===== src/rtl/mode_fsm_gen_if.sv =====
// Handshake bundle for mode_fsm_gen: step/dir/load requests from the harness,
// registered state and status flags back from the FSM.
interface mode_fsm_gen_if #(
  parameter int NUM_STATES = 4
);
  localparam int STATE_W = $clog2(NUM_STATES);

  logic                  step;
  logic                  dir;
  logic                  load;
  logic [STATE_W-1:0]    load_state;
  logic [STATE_W-1:0]    state;
  logic                  out;
  logic                  busy;
  logic                  stall;
  logic                  wrap;
  logic                  load_err;
  logic [NUM_STATES-1:0] visited;
  logic                  all_visited;

  modport master (
    output step, dir, load, load_state,
    input  state, out, busy, stall, wrap, load_err, visited, all_visited
  );

  modport slave (
    input  step, dir, load, load_state,
    output state, out, busy, stall, wrap, load_err, visited, all_visited
  );
endinterface


===== src/rtl/mode_fsm_gen.sv =====
// Parametrised cyclic mode FSM with dwell time, range-checked load and wrap flag.
// Optional per-state visit map enabled by defining MODE_FSM_GEN_VISIT_MAP_EN.
module mode_fsm_gen #(
  parameter int NUM_STATES = 4,
  parameter int OUT_STATE  = 2,
  parameter int DWELL      = 2
) (
  input logic           clk,
  input logic           rst,
  mode_fsm_gen_if.slave bus
);
  localparam int STATE_W = $clog2(NUM_STATES);

  localparam logic [STATE_W-1:0] MAX_S   = STATE_W'(NUM_STATES - 1);
  localparam logic [STATE_W-1:0] OUT_S   = STATE_W'(OUT_STATE);
  localparam logic [STATE_W:0]   NS_EXT  = (STATE_W + 1)'(NUM_STATES);
  localparam logic [3:0]         DWELL_C = 4'(DWELL);

  logic [STATE_W-1:0] state_q, state_d;
  logic [3:0]         cnt_q, cnt_d;
  logic               out_q, out_d;
  logic               wrap_q, wrap_d;
  logic               load_err_q, load_err_d;
  logic               busy;
  logic               load_ok;

  // Wrap is explicit so non-power-of-two state counts never alias.
  function automatic logic [STATE_W-1:0] next_up(input logic [STATE_W-1:0] s);
    return (s == MAX_S) ? '0 : s + 1'b1;
  endfunction

  function automatic logic [STATE_W-1:0] next_dn(input logic [STATE_W-1:0] s);
    return (s == '0) ? MAX_S : s - 1'b1;
  endfunction

  assign busy    = (cnt_q != 4'd0);
  assign load_ok = ({1'b0, bus.load_state} < NS_EXT);

  always_comb begin
    state_d    = state_q;
    cnt_d      = busy ? cnt_q - 4'd1 : cnt_q;
    wrap_d     = 1'b0;
    load_err_d = 1'b0;
    if (bus.load) begin
      if (load_ok) begin
        state_d = bus.load_state;
        cnt_d   = DWELL_C;
      end else begin
        // Rejected load freezes state and dwell; any coincident step is dropped.
        load_err_d = 1'b1;
        cnt_d      = cnt_q;
      end
    end else if (bus.step && !busy) begin
      if (!bus.dir) begin
        state_d = next_up(state_q);
        wrap_d  = (state_q == MAX_S);
      end else begin
        state_d = next_dn(state_q);
        wrap_d  = (state_q == '0);
      end
      cnt_d = DWELL_C;
    end
    out_d = (state_d == OUT_S);
  end

  always_ff @(posedge clk) begin
    if (rst) begin
      state_q    <= '0;
      cnt_q      <= 4'd0;
      out_q      <= 1'b0;
      wrap_q     <= 1'b0;
      load_err_q <= 1'b0;
    end else begin
      state_q    <= state_d;
      cnt_q      <= cnt_d;
      out_q      <= out_d;
      wrap_q     <= wrap_d;
      load_err_q <= load_err_d;
    end
  end

  assign bus.state    = state_q;
  assign bus.out      = out_q;
  assign bus.busy     = busy;
  assign bus.stall    = bus.step && busy && !bus.load;
  assign bus.wrap     = wrap_q;
  assign bus.load_err = load_err_q;

`ifdef MODE_FSM_GEN_VISIT_MAP_EN
  logic [NUM_STATES-1:0] visited_q, visited_d;

  assign visited_d = visited_q | (NUM_STATES'(1) << state_d);

  always_ff @(posedge clk) begin
    if (rst) visited_q <= NUM_STATES'(1);
    else     visited_q <= visited_d;
  end

  assign bus.visited     = visited_q;
  assign bus.all_visited = &visited_q;
`else
  assign bus.visited     = '0;
  assign bus.all_visited = 1'b0;
`endif
endmodule


===== src/flat_wrapper.sv =====
// flat-port wrapper written by rule: the top's interface ports become plain ports
module mode_fsm_gen_flat 
#(
  parameter int NUM_STATES = 4,
  parameter int OUT_STATE  = 2,
  parameter int DWELL      = 2
)
  (clk, rst, bus_step, bus_dir, bus_load, bus_load_state, bus_state, bus_out, bus_busy, bus_stall, bus_wrap, bus_load_err, bus_visited, bus_all_visited);
  mode_fsm_gen_if #(.NUM_STATES(NUM_STATES)) bus_i ();
  input logic clk;
  input logic rst;
  input wire logic [$bits(bus_i.step)-1:0] bus_step;
  input wire logic [$bits(bus_i.dir)-1:0] bus_dir;
  input wire logic [$bits(bus_i.load)-1:0] bus_load;
  input wire logic [$bits(bus_i.load_state)-1:0] bus_load_state;
  output wire logic [$bits(bus_i.state)-1:0] bus_state;
  output wire logic [$bits(bus_i.out)-1:0] bus_out;
  output wire logic [$bits(bus_i.busy)-1:0] bus_busy;
  output wire logic [$bits(bus_i.stall)-1:0] bus_stall;
  output wire logic [$bits(bus_i.wrap)-1:0] bus_wrap;
  output wire logic [$bits(bus_i.load_err)-1:0] bus_load_err;
  output wire logic [$bits(bus_i.visited)-1:0] bus_visited;
  output wire logic [$bits(bus_i.all_visited)-1:0] bus_all_visited;
  assign bus_i.step = bus_step;
  assign bus_i.dir = bus_dir;
  assign bus_i.load = bus_load;
  assign bus_i.load_state = bus_load_state;
  assign bus_state = bus_i.state;
  assign bus_out = bus_i.out;
  assign bus_busy = bus_i.busy;
  assign bus_stall = bus_i.stall;
  assign bus_wrap = bus_i.wrap;
  assign bus_load_err = bus_i.load_err;
  assign bus_visited = bus_i.visited;
  assign bus_all_visited = bus_i.all_visited;
  mode_fsm_gen #(.NUM_STATES(NUM_STATES), .OUT_STATE(OUT_STATE), .DWELL(DWELL)) u_core (.clk(clk), .rst(rst), .bus(bus_i));
endmodule

===== config.mk =====
export PLATFORM = sky130hd
export DESIGN_NAME = mode_fsm_gen_flat
export DESIGN_NICKNAME = d
export VERILOG_FILES = /design/src/rtl/mode_fsm_gen_if.sv /design/src/rtl/mode_fsm_gen.sv /design/src/flat_wrapper.sv
export SDC_FILE = /design/constraint.sdc
export NUM_CORES = 1
export LEC_CHECK = 0
export BUFFER_PORTS_ARGS = -buffer_cell sky130_fd_sc_hd__buf_2
export CAP_MARGIN = 25
export CORE_AREA = 2 2 39 41
export DETAILED_ROUTE_END_ITERATION = 10
export DIE_AREA = 0 0 41 43
export PLACE_DENSITY_LB_ADDON = 0.25
export RECOVER_POWER = 25
export SLEW_MARGIN = 20
export SYNTH_ARGS = -nofsm -noshare
export SYNTH_HDL_FRONTEND = slang
export SYNTH_SLANG_ARGS = --single-unit

===== constraint.sdc =====
create_clock -name clk -period 1.6 [get_ports clk]
set_input_delay 0.32 -clock clk [delete_from_list [all_inputs] [get_ports clk]]
set_output_delay 0.32 -clock clk [all_outputs]
set_load 0.05 [all_outputs]

# Yosys cells after proc, flatten, opt, wreduce, memory -nomap -nowiden
# Index checks and enable logic that the tools add are counted.
[op_classes]
add_sub_neg = 3
mul = 0
n_div = 0
order_cmp = 0
eq_ne = 2
shift = 0
mux = 9
n_bitwise = 1
reduce_logical = 10
[ops]
columns = ["op", "count"]
rows = [
  ["two-way mux 2 bit", 8],
  ["OR reduction 3 bit", 2],
  ["== test 2 bit (second input constant)", 2],
  ["nonzero test 4 bit", 1],
  ["subtractor 4 x 1 -> 4 bit (second input constant)", 1],
  ["logical AND 1 bit", 3],
  ["nonzero test 3 bit", 1],
  ["adder 2 x 1 -> 2 bit (second input constant)", 1],
  ["logical NOT 1 bit", 2],
  ["logical NOT 2 bit", 1],
  ["subtractor 2 x 1 -> 2 bit (second input constant)", 1],
  ["two-way mux 1 bit", 1],
  ["NOT 1 bit", 1],
]
[totals]
register_bits = 8
latchBits = 0
ramBits = 0
mem_bits_ro = 0
inputBits = 7
out_inout_bits = 12
wordCells = 30
memories = 0

# Longest topological paths before layout
[depth]
depth_word = 6
ltp_mapped = 7
ltp_nobuf = 7

# Worst setup path after synthesis
# OpenSTA, ideal clock, no wires.
[synth_timing]
path_type = "register to output"
from = "reg u_core.cnt_q[0]"
to = "out bus_stall"
arrival_ns = 1.917
t_required_ns = 1.280
setup_slack_ns = -0.637
path_stages_with_launch = 5
path_cell_list = "dfxtp_1 inv_1 ha_1 nor3b_4 nor3b_1"
[synth_between]
elab_chain_cells = 3
[synth_lines]
columns = ["item", "line", "source"]
rows = [
  ["from (decl)", "mode_fsm_gen.sv:20", "logic [3:0] cnt_q, cnt_d;"],
  ["from (signal assigned)", "mode_fsm_gen.sv:75", "cnt_q <= cnt_d;"],
  ["nonzero test 4 bit", "mode_fsm_gen.sv:36", "assign busy = (cnt_q != 4'd0);"],
  ["logical AND 1 bit (2 in series)", "mode_fsm_gen.sv:85", "assign bus.stall = bus.step && busy && !bus.load;"],
  ["to (decl)", "flat_wrapper.sv:19", "output wire logic [$bits(bus_i.stall)-1:0] bus_stall;"],
]
# No other way between the ends.

# Worst setup path in the final report
[layout_timing]
from = "reg u_core.cnt_q[1]"
to = "out bus_stall"
# The elaborated chain is that of the path after synthesis.

==> results.yml <==
worst_setup_path:
  cp-end-kind: "output port"
  critPathMaxFanout: 3
  required_ns: 1.28
  r2r_cells: 7
  startpoint_type: "flip-flop"
  ff2ff_setup_slack_ns: 0.05
  r2r_end: "u_core.bus.out"
  crit_type: "flip-flop to output port"
  rr_startpoint: "u_core.cnt_q[0]"
  crit_arrival_ns: 1.30
synth:
  ys_seq_area_share_pct: 32.99
  synth.area.top_cells: "dfxtp_1, ha_1, buf_4, xnor2_1, nor2_1"
  yosys_warnings: 0
  synth_top_cell_by_area: "dfxtp_1"
  synth_fa_ha_area_share_pct: 10.31
  synth_xor_area_share_pct: 7.216
  synth.area.mux_share_pct: 4.124
  synth_compound_area_share_pct: 3.093
  synth-seq-cells: 8
  synthCells: 55
  syn_area_sq_um: 485.5
  synth_top_family_by_area: "simple AND/OR/NAND/NOR gates"
  syn_avg_cell_area_sq_um: 8.827
  ys_types: 21
  yosys.area_share.simple_pct: 26.55
  netlist.area_leader.share_pct: 32.99
sta:
  drv_slew: 0
  slew_headroom_pct: 60.68
  worst_slew_pin_slew_ns: 0.5923
  clock_skew_ns: 0.002997
  setup_viol: 2
  layout_setup_ws_ns: -0.02284
  rsz0062_at_grt: "true"
  fmax_ghz: 0.6162
  hold_viol: 0
  period_minus_slack_ns: 1.623
  post-route-period-util_pct: 101.4
route:
  wl_microns: 997
  wl_per_cell_microns: 10.96
  vias_per_cell: 4.516
  drtIter0Drc: 0
  drt_pass1_iterations: 1
  vias: 411
  drc_errors: 0
  drtAntennaViolNets: 0
pwr:
  p_leak_nw: 0.3041
  power_mw: 0.6590
  power_density_mw_per_mm2: 1017
  ir_worst_vdd_v: 0.0004415
grt:
  grt_pass1_wl_mm: 1.662
  track_usage_pct: 14.49
  grt_start_max_net_pins: 10
  grt_pass1_vias: 417
  overflow: 0
  antenna_found_initial: 0
layout:
  seq_area_sq_um: 165.2
  multi_input_area_sq_um: 295.3
  fin_nets: 88
  final_common_cell: "buf_2"
  antenna_cells: 0
  final_cells: 91
  nFillCells: 148
  drive_gt1_share_pct: 42.67
  final_cell_mix: "buf_2, buf_4, nor2_1, conb_1"
  syn_to_final_growth_pct: 33.51
clock_tree:
  cts_hold_buf: 0
  path_clk_slew_ns: 0.05
  htreeDepth: 1
  clock-root-buffer: "clkbuf_4"
  cts_tree: "done"
  cts.sinks: 8
  cts_buffers: 3
  cts.path.max_buffers: 2
  insertion_delay_ns: 0.25
job:
  drv_cap: 0
place:
  io_buffers: 12
  dpl.hpwl_microns: 706.1
  finalWeightedCongestion: 0.6627
  pre_cts_ws_ns: 0.02826
  post-place-cells: 82
floorplan:
  io_pins: 19
  row_count: 14
  dieArea_sq_mm: 0.001763
  initial_utilization_pct: 35.08
  dieHeight_microns: 43
  die_w_microns: 41
  coreArea_sq_mm: 0.001384
min_path:
  min_from: "rst"
  holdPathEnd: "u_core.cnt_q[1]"
  worstHoldPathCells: 2
  hp-class: "input port to flip-flop"
status:
  violations: "setup timing"
  status: "finished with violations"
[state kept, by name, indices dropped and copies added, names as in the netlist]
| register | flops |
|---|---|
| u_core.cnt_q | 4 |
| u_core.bus.state | 2 |
| u_core.bus.wrap | 1 |
| u_core.bus.out | 1 |
[worst max-delay path: stages (launching register included)]
cell and delay [ns]:
dfxtp_2 0.34, inv_2 0.05, ha_4 0.15, nor3b_4 0.16, nor3b_4 0.18, buf_6 0.18
[final cells by class]
type,count,share of cell area (%)
clock buffers,3,3.475
inverters,6,3.475
multi-input cells,39,45.56
flip-flops and latches,8,25.48
well taps,16,3.089
repair buffers,19,18.92
[metal layers]
metal | up-vias | share of wire (%) | track usage, %
met5 | - | 0 | 0
met3 | 2 | 4.9 | 3.141
met4 | 0 | 1.7 | 12.00
li1 | 211 | - | -
met2 | 11 | 53 | 22.19
met1 | 187 | 40 | 15.86
[cell usage after synthesis]
| library cell | number |
|---|---|
| and4bb_2 | 1 |
| nand2_1 | 2 |
| conb_1 | 1 |
| mux2i_1 | 2 |
| and4bb_1 | 1 |
| nor4_1 | 1 |
| nor3b_4 | 1 |
| nor3_1 | 4 |
| xor2_1 | 1 |
| dfxtp_1 | 8 |
| or3_2 | 1 |
| or3_1 | 1 |
| buf_4 | 6 |
| inv_2 | 1 |
| a21oi_1 | 3 |
| inv_1 | 5 |
| nor3b_1 | 2 |
| ha_1 | 4 |
| nor2_1 | 6 |
| buf_2 | 1 |
| xnor2_1 | 3 |
[cell families after synthesis]
| group | after synthesis |
|---|---|
| buf+inv | 13 |
| simple gates | 20 |
| compound gates | 3 |
| flops | 8 |
| other cells | 1 |
| fa+ha+maj | 4 |
| xor+xnor | 4 |
| mux | 2 |
[worst max path at each step]
stage                 endpoint       startpoint  cells after the start
3_3_place_gp   u_core.cnt_q[1]  u_core.cnt_q[1]                      7
3_5_place_dp   u_core.cnt_q[1]  u_core.cnt_q[1]                      7
4_1_cts              bus_stall  u_core.cnt_q[1]                      5
6_report             bus_stall  u_core.cnt_q[1]                      5
5_1_grt              bus_stall  u_core.cnt_q[1]                      5
2_1_floorplan  u_core.cnt_q[1]  u_core.cnt_q[0]                      7
[timing repair]
action	4_1_cts	5_1_grt
pin swaps	1	1
buffers inserted	5	1
gates resized for setup	10	0
setup endpoints to repair	2	3
[per-stage QoR]
step                hold slack (ns)  setup TNS (ns)  cell area, sq um  util (%)
floorplan                    0.3850        -0.02957             518.0         -
global placement             0.5740               0             555.5     40.14
detailed placement           0.5740               0             555.5     40.14
CTS                          0.3093        -0.05551             643.1     46.47
global route                 0.3096         -0.2314             648.1     46.84
finish                       0.3124        -0.02953             648.1     46.84
[report_power, final]
group / leakage [nW] / internal (mW) / switching [mW] / total, mW
sequential: 0.0669 / 0.219 / 0.0140 / 0.233
clock: 0.0138 / 0.0855 / 0.0640 / 0.150
combinational: 0.223 / 0.109 / 0.168 / 0.277
total: 0.304 / 0.413 / 0.246 / 0.659
Power figures use the tool's default switching activity.
